[config.mk]
export PLATFORM = sky130hd
export DESIGN_NAME = gpu_wb_slave_if
export DESIGN_NICKNAME = d
export VERILOG_FILES = /design/src/rtl/gpu_wb_slave_if.sv
export SDC_FILE = /design/constraint.sdc
export NUM_CORES = 1
export LEC_CHECK = 0
export CORE_MARGIN = 5
export CORE_UTILIZATION = 40
export CTS_CLUSTER_DIAMETER = 50
export DETAILED_ROUTE_END_ITERATION = 10
export PLACE_DENSITY_LB_ADDON = 0.1
export REMOVE_ABC_BUFFERS = 1
export SLEW_MARGIN = 20
export SYNTH_ARGS = -nofsm -noshare
export SYNTH_HDL_FRONTEND = slang
export SYNTH_SLANG_ARGS = --single-unit
[constraint.sdc]
create_clock -name clk_100MHz -period 3.5 [get_ports clk_100MHz]
set_clock_uncertainty 0.05 [all_clocks]
set_input_delay 0.7 -clock clk_100MHz [delete_from_list [all_inputs] [get_ports clk_100MHz]]
set_output_delay 0.7 -clock clk_100MHz [all_outputs]
set_load 0.05 [all_outputs]
[src/rtl/gpu_wb_slave_if.sv]
// Wishbone B4 classic slave front-end: decodes the address into NUM_RGN regions and drives one-hot strobes.
// Latency: write ack in cycle 2, read ack in cycle RD_LAT+2 and unmapped err in cycle 1 (cycle 0 = request sampled).
// Backpressure: waits while the selected region is busy, and gives an err after TIMEOUT consecutive busy cycles.
module gpu_wb_slave_if #(
  parameter int ADDR_W  = 27,
  parameter int DATA_W  = 32,
  parameter int NUM_RGN = 4,
  parameter int RGN_MSB = 15,
  parameter int RGN_LSB = 12,
  parameter int RD_LAT  = 2,
  parameter int TIMEOUT = 15
) (
  input  logic                        clk_100MHz,
  input  logic                        reset_n,
  input  logic                        wb_cyc_i,
  input  logic                        wb_stb_i,
  input  logic                        wb_we_i,
  input  logic [DATA_W/8-1:0]         wb_sel_i,
  input  logic [ADDR_W-1:0]           wb_adr_i,
  input  logic [DATA_W-1:0]           wb_dat_i,
  output logic [DATA_W-1:0]           wb_dat_o,
  output logic                        wb_ack_o,
  output logic                        wb_err_o,
  output logic [NUM_RGN-1:0]          o_rgn_we,
  output logic [NUM_RGN-1:0]          o_rgn_re,
  output logic [ADDR_W-1:0]           o_addr,
  output logic [DATA_W-1:0]           o_wdata,
  output logic [DATA_W/8-1:0]         o_wsel,
  input  logic [NUM_RGN*DATA_W-1:0]   i_rgn_rdata,
  input  logic [NUM_RGN-1:0]          i_rgn_busy
);

  localparam int SEL_W = DATA_W / 8;
  localparam int RGN_W = RGN_MSB - RGN_LSB + 1;
  localparam int BC_W  = $clog2(TIMEOUT + 1);
  localparam int WC_W  = (RD_LAT > 1) ? $clog2(RD_LAT) : 1;

  typedef enum logic [2:0] {
    S_IDLE,
    S_ACCESS,
    S_WAIT_RD,
    S_RESP_ACK,
    S_RESP_ERR
  } state_t;

  state_t              r_state;
  state_t              w_state_nxt;

  logic [RGN_W-1:0]    w_rgn;
  logic [NUM_RGN-1:0]  w_rgn_dec;
  logic [NUM_RGN-1:0]  w_rgn_we;
  logic [NUM_RGN-1:0]  w_rgn_re;
  logic                w_req;
  logic                w_mapped;
  logic                w_busy;
  logic                w_sel_any;
  logic                w_cur_we;
  logic [DATA_W-1:0]   w_rdata_sel;

  logic [NUM_RGN-1:0]  r_rgn_oh;
  logic                r_we;
  logic [BC_W-1:0]     r_busy_cnt;
  logic [WC_W-1:0]     r_wait_cnt;
  logic                r_ack;
  logic                r_err;
  logic [DATA_W-1:0]   r_rdata;
  logic [ADDR_W-1:0]   r_addr;
  logic [DATA_W-1:0]   r_wdata;
  logic [SEL_W-1:0]    r_wsel;

  assign w_req     = wb_cyc_i & wb_stb_i;
  assign w_rgn     = wb_adr_i[RGN_MSB:RGN_LSB];
  assign w_mapped  = |w_rgn_dec;
  assign w_busy    = |(i_rgn_busy & r_rgn_oh);
  assign w_sel_any = |r_wsel;
  // The direction of the transfer is still on the bus in IDLE, and is latched after that.
  assign w_cur_we  = (r_state == S_IDLE) ? wb_we_i : r_we;

  assign wb_ack_o  = r_ack;
  assign wb_err_o  = r_err;
  assign wb_dat_o  = r_rdata;
  assign o_rgn_we  = w_rgn_we;
  assign o_rgn_re  = w_rgn_re;
  assign o_addr    = r_addr;
  assign o_wdata   = r_wdata;
  assign o_wsel    = r_wsel;

  // Decode the region field to one-hot; indices at or above NUM_RGN decode to all-zero (unmapped).
  always_comb begin
    w_rgn_dec = '0;
    for (int k = 0; k < NUM_RGN; k++) begin
      w_rgn_dec[k] = (w_rgn == RGN_W'(k));
    end
  end

  // Read-data mux for the latched region (an AND-OR select, because the region select is one-hot).
  always_comb begin
    w_rdata_sel = '0;
    for (int k = 0; k < NUM_RGN; k++) begin
      if (r_rgn_oh[k]) begin
        w_rdata_sel = w_rdata_sel | i_rgn_rdata[k*DATA_W +: DATA_W];
      end
    end
  end

  // State register.
  always_ff @(posedge clk_100MHz) begin
    if (!reset_n) begin
      r_state <= S_IDLE;
    end else begin
      r_state <= w_state_nxt;
    end
  end

  // Next-state logic and region strobes. A master abort takes priority over issuing a strobe.
  always_comb begin
    w_state_nxt = r_state;
    w_rgn_we    = '0;
    w_rgn_re    = '0;
    case (r_state)
      S_IDLE: begin
        if (w_req) begin
          w_state_nxt = w_mapped ? S_ACCESS : S_RESP_ERR;
        end
      end
      S_ACCESS: begin
        if (!wb_cyc_i) begin
          w_state_nxt = S_IDLE;
        end else if (w_busy) begin
          if (r_busy_cnt == BC_W'(TIMEOUT - 1)) begin
            w_state_nxt = S_RESP_ERR;
          end
        end else if (r_we) begin
          // A write with no byte lanes enabled still completes, but the region is not touched.
          if (w_sel_any) begin
            w_rgn_we = r_rgn_oh;
          end
          w_state_nxt = S_RESP_ACK;
        end else begin
          w_rgn_re    = r_rgn_oh;
          w_state_nxt = S_WAIT_RD;
        end
      end
      S_WAIT_RD: begin
        if (!wb_cyc_i) begin
          w_state_nxt = S_IDLE;
        end else if (r_wait_cnt == '0) begin
          w_state_nxt = S_RESP_ACK;
        end
      end
      S_RESP_ACK: w_state_nxt = S_IDLE;
      S_RESP_ERR: w_state_nxt = S_IDLE;
      default:    w_state_nxt = S_IDLE;
    endcase
  end

  // Datapath: request latch, busy/wait counters, read-data capture and the registered responses.
  always_ff @(posedge clk_100MHz) begin
    if (!reset_n) begin
      r_rgn_oh   <= '0;
      r_we       <= 1'b0;
      r_busy_cnt <= '0;
      r_wait_cnt <= '0;
      r_ack      <= 1'b0;
      r_err      <= 1'b0;
      r_rdata    <= '0;
      r_addr     <= '0;
      r_wdata    <= '0;
      r_wsel     <= '0;
    end else begin
      r_ack <= (w_state_nxt == S_RESP_ACK);
      r_err <= (w_state_nxt == S_RESP_ERR);

      if (r_state == S_IDLE && w_req) begin
        r_addr     <= wb_adr_i;
        r_wdata    <= wb_dat_i;
        r_wsel     <= wb_sel_i;
        r_we       <= wb_we_i;
        r_rgn_oh   <= w_rgn_dec;
        r_busy_cnt <= '0;
      end

      if (r_state == S_ACCESS && wb_cyc_i && w_busy) begin
        r_busy_cnt <= r_busy_cnt + BC_W'(1);
      end

      if (|w_rgn_re) begin
        r_wait_cnt <= WC_W'(RD_LAT - 1);
      end

      if (r_state == S_WAIT_RD && r_wait_cnt != '0) begin
        r_wait_cnt <= r_wait_cnt - WC_W'(1);
      end

      if (r_state == S_WAIT_RD && wb_cyc_i && r_wait_cnt == '0) begin
        r_rdata <= w_rdata_sel;
      end

      // Reads that end in an error return zero data; for writes, wb_dat_o keeps its value.
      if (w_state_nxt == S_RESP_ERR && !w_cur_we) begin
        r_rdata <= '0;
      end
    end
  end

endmodule

==> flow_metrics.env <==
export IMPL_drive_gt1_frac=0.0575
export IMPL_grt_overflow=0
export IMPL_reg2reg_to="wb_dat_o[20]"
export IMPL_die_h_microns=120
export IMPL_synth_area_leader_cell="dfxtp_1"
export IMPL_fin_hold_ws_ns=0.405
export IMPL_dr_pass1_iters=5
export IMPL_track_usage=0.246
export IMPL_seqPwrFrac=0.441
export IMPL_num_antenna_cells=0
export IMPL_syn_inst=591
export IMPL_ys_ff_latch=110
export IMPL_die_x_microns=120
export IMPL_r2r_slack_ns=1.34
export IMPL_peakVddDrop_uv=255
export IMPL_grt_pass1_wl_microns=28300
export IMPL_synth_top_area_frac=0.458
export IMPL_r2r_start="r_rgn_oh[0]"
export IMPL_status="complete, no violations"
export IMPL_p_comb_frac=0.191
export IMPL_worst_setup_path_start_kind="primary input"
export IMPL_area_growth_pct=72.8
export IMPL_antenna_found_initial=0
export IMPL_fill_cells=945
export IMPL_core_area_sq_mm=0.0119
export IMPL_dpl_cell_count=1001
export IMPL_async_flop_share=0
export IMPL_start_util=0.404
export IMPL_fin_tns_setup_ns=0
export IMPL_clock_latency_ns=0.34
export IMPL_rsz0062_at_grt="false"
export IMPL_nets=1067
export IMPL_pwr_density_cell_mw_per_mm2=357
export IMPL_hold_class="register to register"
export IMPL_slowest_delay_ns=0.52
export IMPL_wl_per_cell_microns=18.3
export IMPL_critical_path_arrival_ns=2.34
export IMPL_clkPwrFrac=0.369
export IMPL_dpl_instance_area_sq_mm=0.00798
export IMPL_drt_total_wl_microns=18600
export IMPL_vias_per_cell=5.27
export IMPL_ys_flop_type="dfxtp_1"
export IMPL_path_clk_slew_ns=0.07
export IMPL_dp_hpwl_microns=13800
export IMPL_seq_area_frac_synth=0.458
export IMPL_ys_types=43
export IMPL_synth_edf_count=0
export IMPL_postLayoutCoreUtil=0.697
export IMPL_internal_power_mw=2.22
export IMPL_cp_startpoint="i_rgn_busy[0]"
export IMPL_slew_headroom=0.549
export IMPL_reg2reg_depth=6
export IMPL_p_sw_frac=0.251
export IMPL_drtIter0Drc=286
export IMPL_tightestPinTransition_ns=0.677
export IMPL_yosysWarnings=0
export IMPL_cts_buffers=9
export IMPL_crit_slowest_cell="nor4_2"
export IMPL_htreeDepth=3
export IMPL_crit_required_ns=2.75
export IMPL_cts_setup_buffers=0
export IMPL_rows=40
export IMPL_critPathCapture="o_rgn_re[3]"
export IMPL_drc=0
export IMPL_io_buffer_count=304
export IMPL_cp_cell_sequence="clkdlybuf4s50_1, a22o_1, nor4_2, and2_1, buf_12"
export IMPL_vias=5355
export IMPL_drv_cap=0
export IMPL_cts_root_buffer="clkbuf_16"
export IMPL_io_pins=305
export IMPL_drv_slew=0
export IMPL_setup_viol=0
export IMPL_grt_pass1_vias=5293
export IMPL_period_needed_ns=3.09
export IMPL_p_leak_nw=2.76
export IMPL_cts_tree="built"
export IMPL_synthTopCellsByArea="dfxtp_1 46%, nand2_1 13%, a22oi_1 10%"
export IMPL_clockBufferDepth=2
export IMPL_clock_sinks=110
export IMPL_hold_buffers=0
export IMPL_ant_nets=0
export IMPL_syn_area_per_cell_sq_um=8.13
export IMPL_globalplace_congestion=0.876
export IMPL_final_hold_viol_count=0
export IMPL_grt_max_degree=70
export IMPL_end_kind="primary output"
export IMPL_dieArea_sq_mm=0.0143
export IMPL_design_area_sq_mm=0.00831
export IMPL_critPathKind="primary input to primary output"
export IMPL_p_sw_mw=0.744
export IMPL_netlist_area_sq_mm=0.00481
export IMPL_crit_fanout=5
export IMPL_fmax_mhz=323
export IMPL_cts_repair_resized=0
export IMPL_fin_cells=1016
export IMPL_final_period_utilization=0.883
-- state kept, by name, summed over array words and instances (netlist names) --
register    cells
o_addr         27
r_we            1
r_busy_cnt      4
wb_dat_o       32
wb_ack_o        1
r_state         3
o_wsel          4
wb_err_o        1
r_wait_cnt      1
r_rgn_oh        4
o_wdata        32
-- layout by cell type (no fill, tap or decap), types with 2 or more instances in the layout --
cell | synthesis | final
nand2_1 | 164 | 164
nor3_1 | 2 | 2
clkdlybuf4s50_1 | 0 | 296
buf_12 | 0 | 11
o211ai_1 | 2 | 2
nand3_1 | 7 | 6
o2111ai_1 | 2 | 2
a21oi_2 | 10 | 10
dfxtp_1 | 110 | 110
nor2_1 | 9 | 9
ha_1 | 2 | 2
nor4_1 | 2 | 2
a22oi_1 | 66 | 66
bufinv_16 | 0 | 2
nand4_1 | 2 | 2
buf_4 | 0 | 6
and3_1 | 3 | 2
clkbuf_16 | 0 | 9
a21oi_1 | 92 | 92
a22o_1 | 2 | 2
clkinvlp_4 | 0 | 2
a21o_1 | 32 | 32
and2_1 | 11 | 11
-- synth_stat cells, drive strengths merged, types with 2 or more instances --
master,number
nand2,164
dfxtp,110
a21oi,102
a22oi,67
a21o,32
clkbuf,29
buf,21
and2,11
nor2,9
nand3,7
and3,3
nor4,3
a22o,2
ha,2
inv,2
nand4,2
nor3,2
o2111ai,2
o211ai,2
o21ai,2
-- logic make-up after synthesis --
kind of cell / Yosys count / synth area share
AOI/OAI and AO/OA: 215 / 0.294
DFF: 110 / 0.458
xor gates and xnor gates: 1 / 0.00182
muxes: 2 / 0.00442
buffers and inverters: 52 / 0.0518
adders and majority gates: 2 / 0.00520
and+or+nand+nor: 209 / 0.185
-- worst min path at each step --
| stage | start | end | slack (ns) | depth (start not counted) |
|---|---|---|---|---|
| 3_3_place_gp | o_wdata[8] | o_wdata[8] | 0.39 | 2 |
| 4_1_cts | o_addr[22] | o_addr[22] | 0.41 | 2 |
| 2_1_floorplan | r_busy_cnt[3] | r_busy_cnt[3] | 0.39 | 1 |
| 6_report | o_addr[22] | o_addr[22] | 0.40 | 2 |
| 3_5_place_dp | wb_dat_o[27] | wb_dat_o[27] | 0.40 | 2 |
| 5_1_grt | wb_dat_o[17] | wb_dat_o[17] | 0.42 | 2 |
-- critical path, delay by kind of cell --
kind | cells | cell delay (ns)
AO/OA/AOI/OAI | 1 | 0.29
AND/OR/NAND/NOR | 2 | 0.78
buffers and inverters | 2 | 0.57
-- power by group through the flow --
stage | logic [mW] | registers, mW | clock network (mW)
after global placement | 0.559 | 1.34 | 0
final | 0.566 | 1.31 | 1.09
after detailed placement | 0.566 | 1.34 | 0
after floorplan | 0.0980 | 1.46 | 0
after global routing | 0.599 | 1.31 | 1.17
after CTS | 0.569 | 1.31 | 1.12
-- layout make-up --
type / count / area [sq um] / share of cell area
multi-input cells: 429 / 2360 / 0.284
repair buffers: 313 / 3230 / 0.389
clock buffers: 10 / 239 / 0.0288
well taps: 147 / 184 / 0.0221
flip-flops and latches: 110 / 2200 / 0.265
clock inverters: 5 / 83.8 / 0.0101
inverters: 2 / 7.51 / 0.000904
-- stage by stage --
step	setup WS (ns)	power (mW)
finish	0.408	2.97
global route	0.277	3.09
CTS	0.398	3.00
detailed placement	0.398	1.90
global placement	0.468	1.89
floorplan	0.429	1.56
-- layer usage --
layer | vias to the layer above | GRT usage | share of wire
li1 | 2614 | - | -
met1 | 2467 | 0.267 | 0.37
met2 | 240 | 0.438 | 0.50
met3 | 34 | 0.0914 | 0.11
met4 | 0 | 0.0909 | 0.029
met5 | - | 0 | 0
Power figures use the tool's default switching activity.
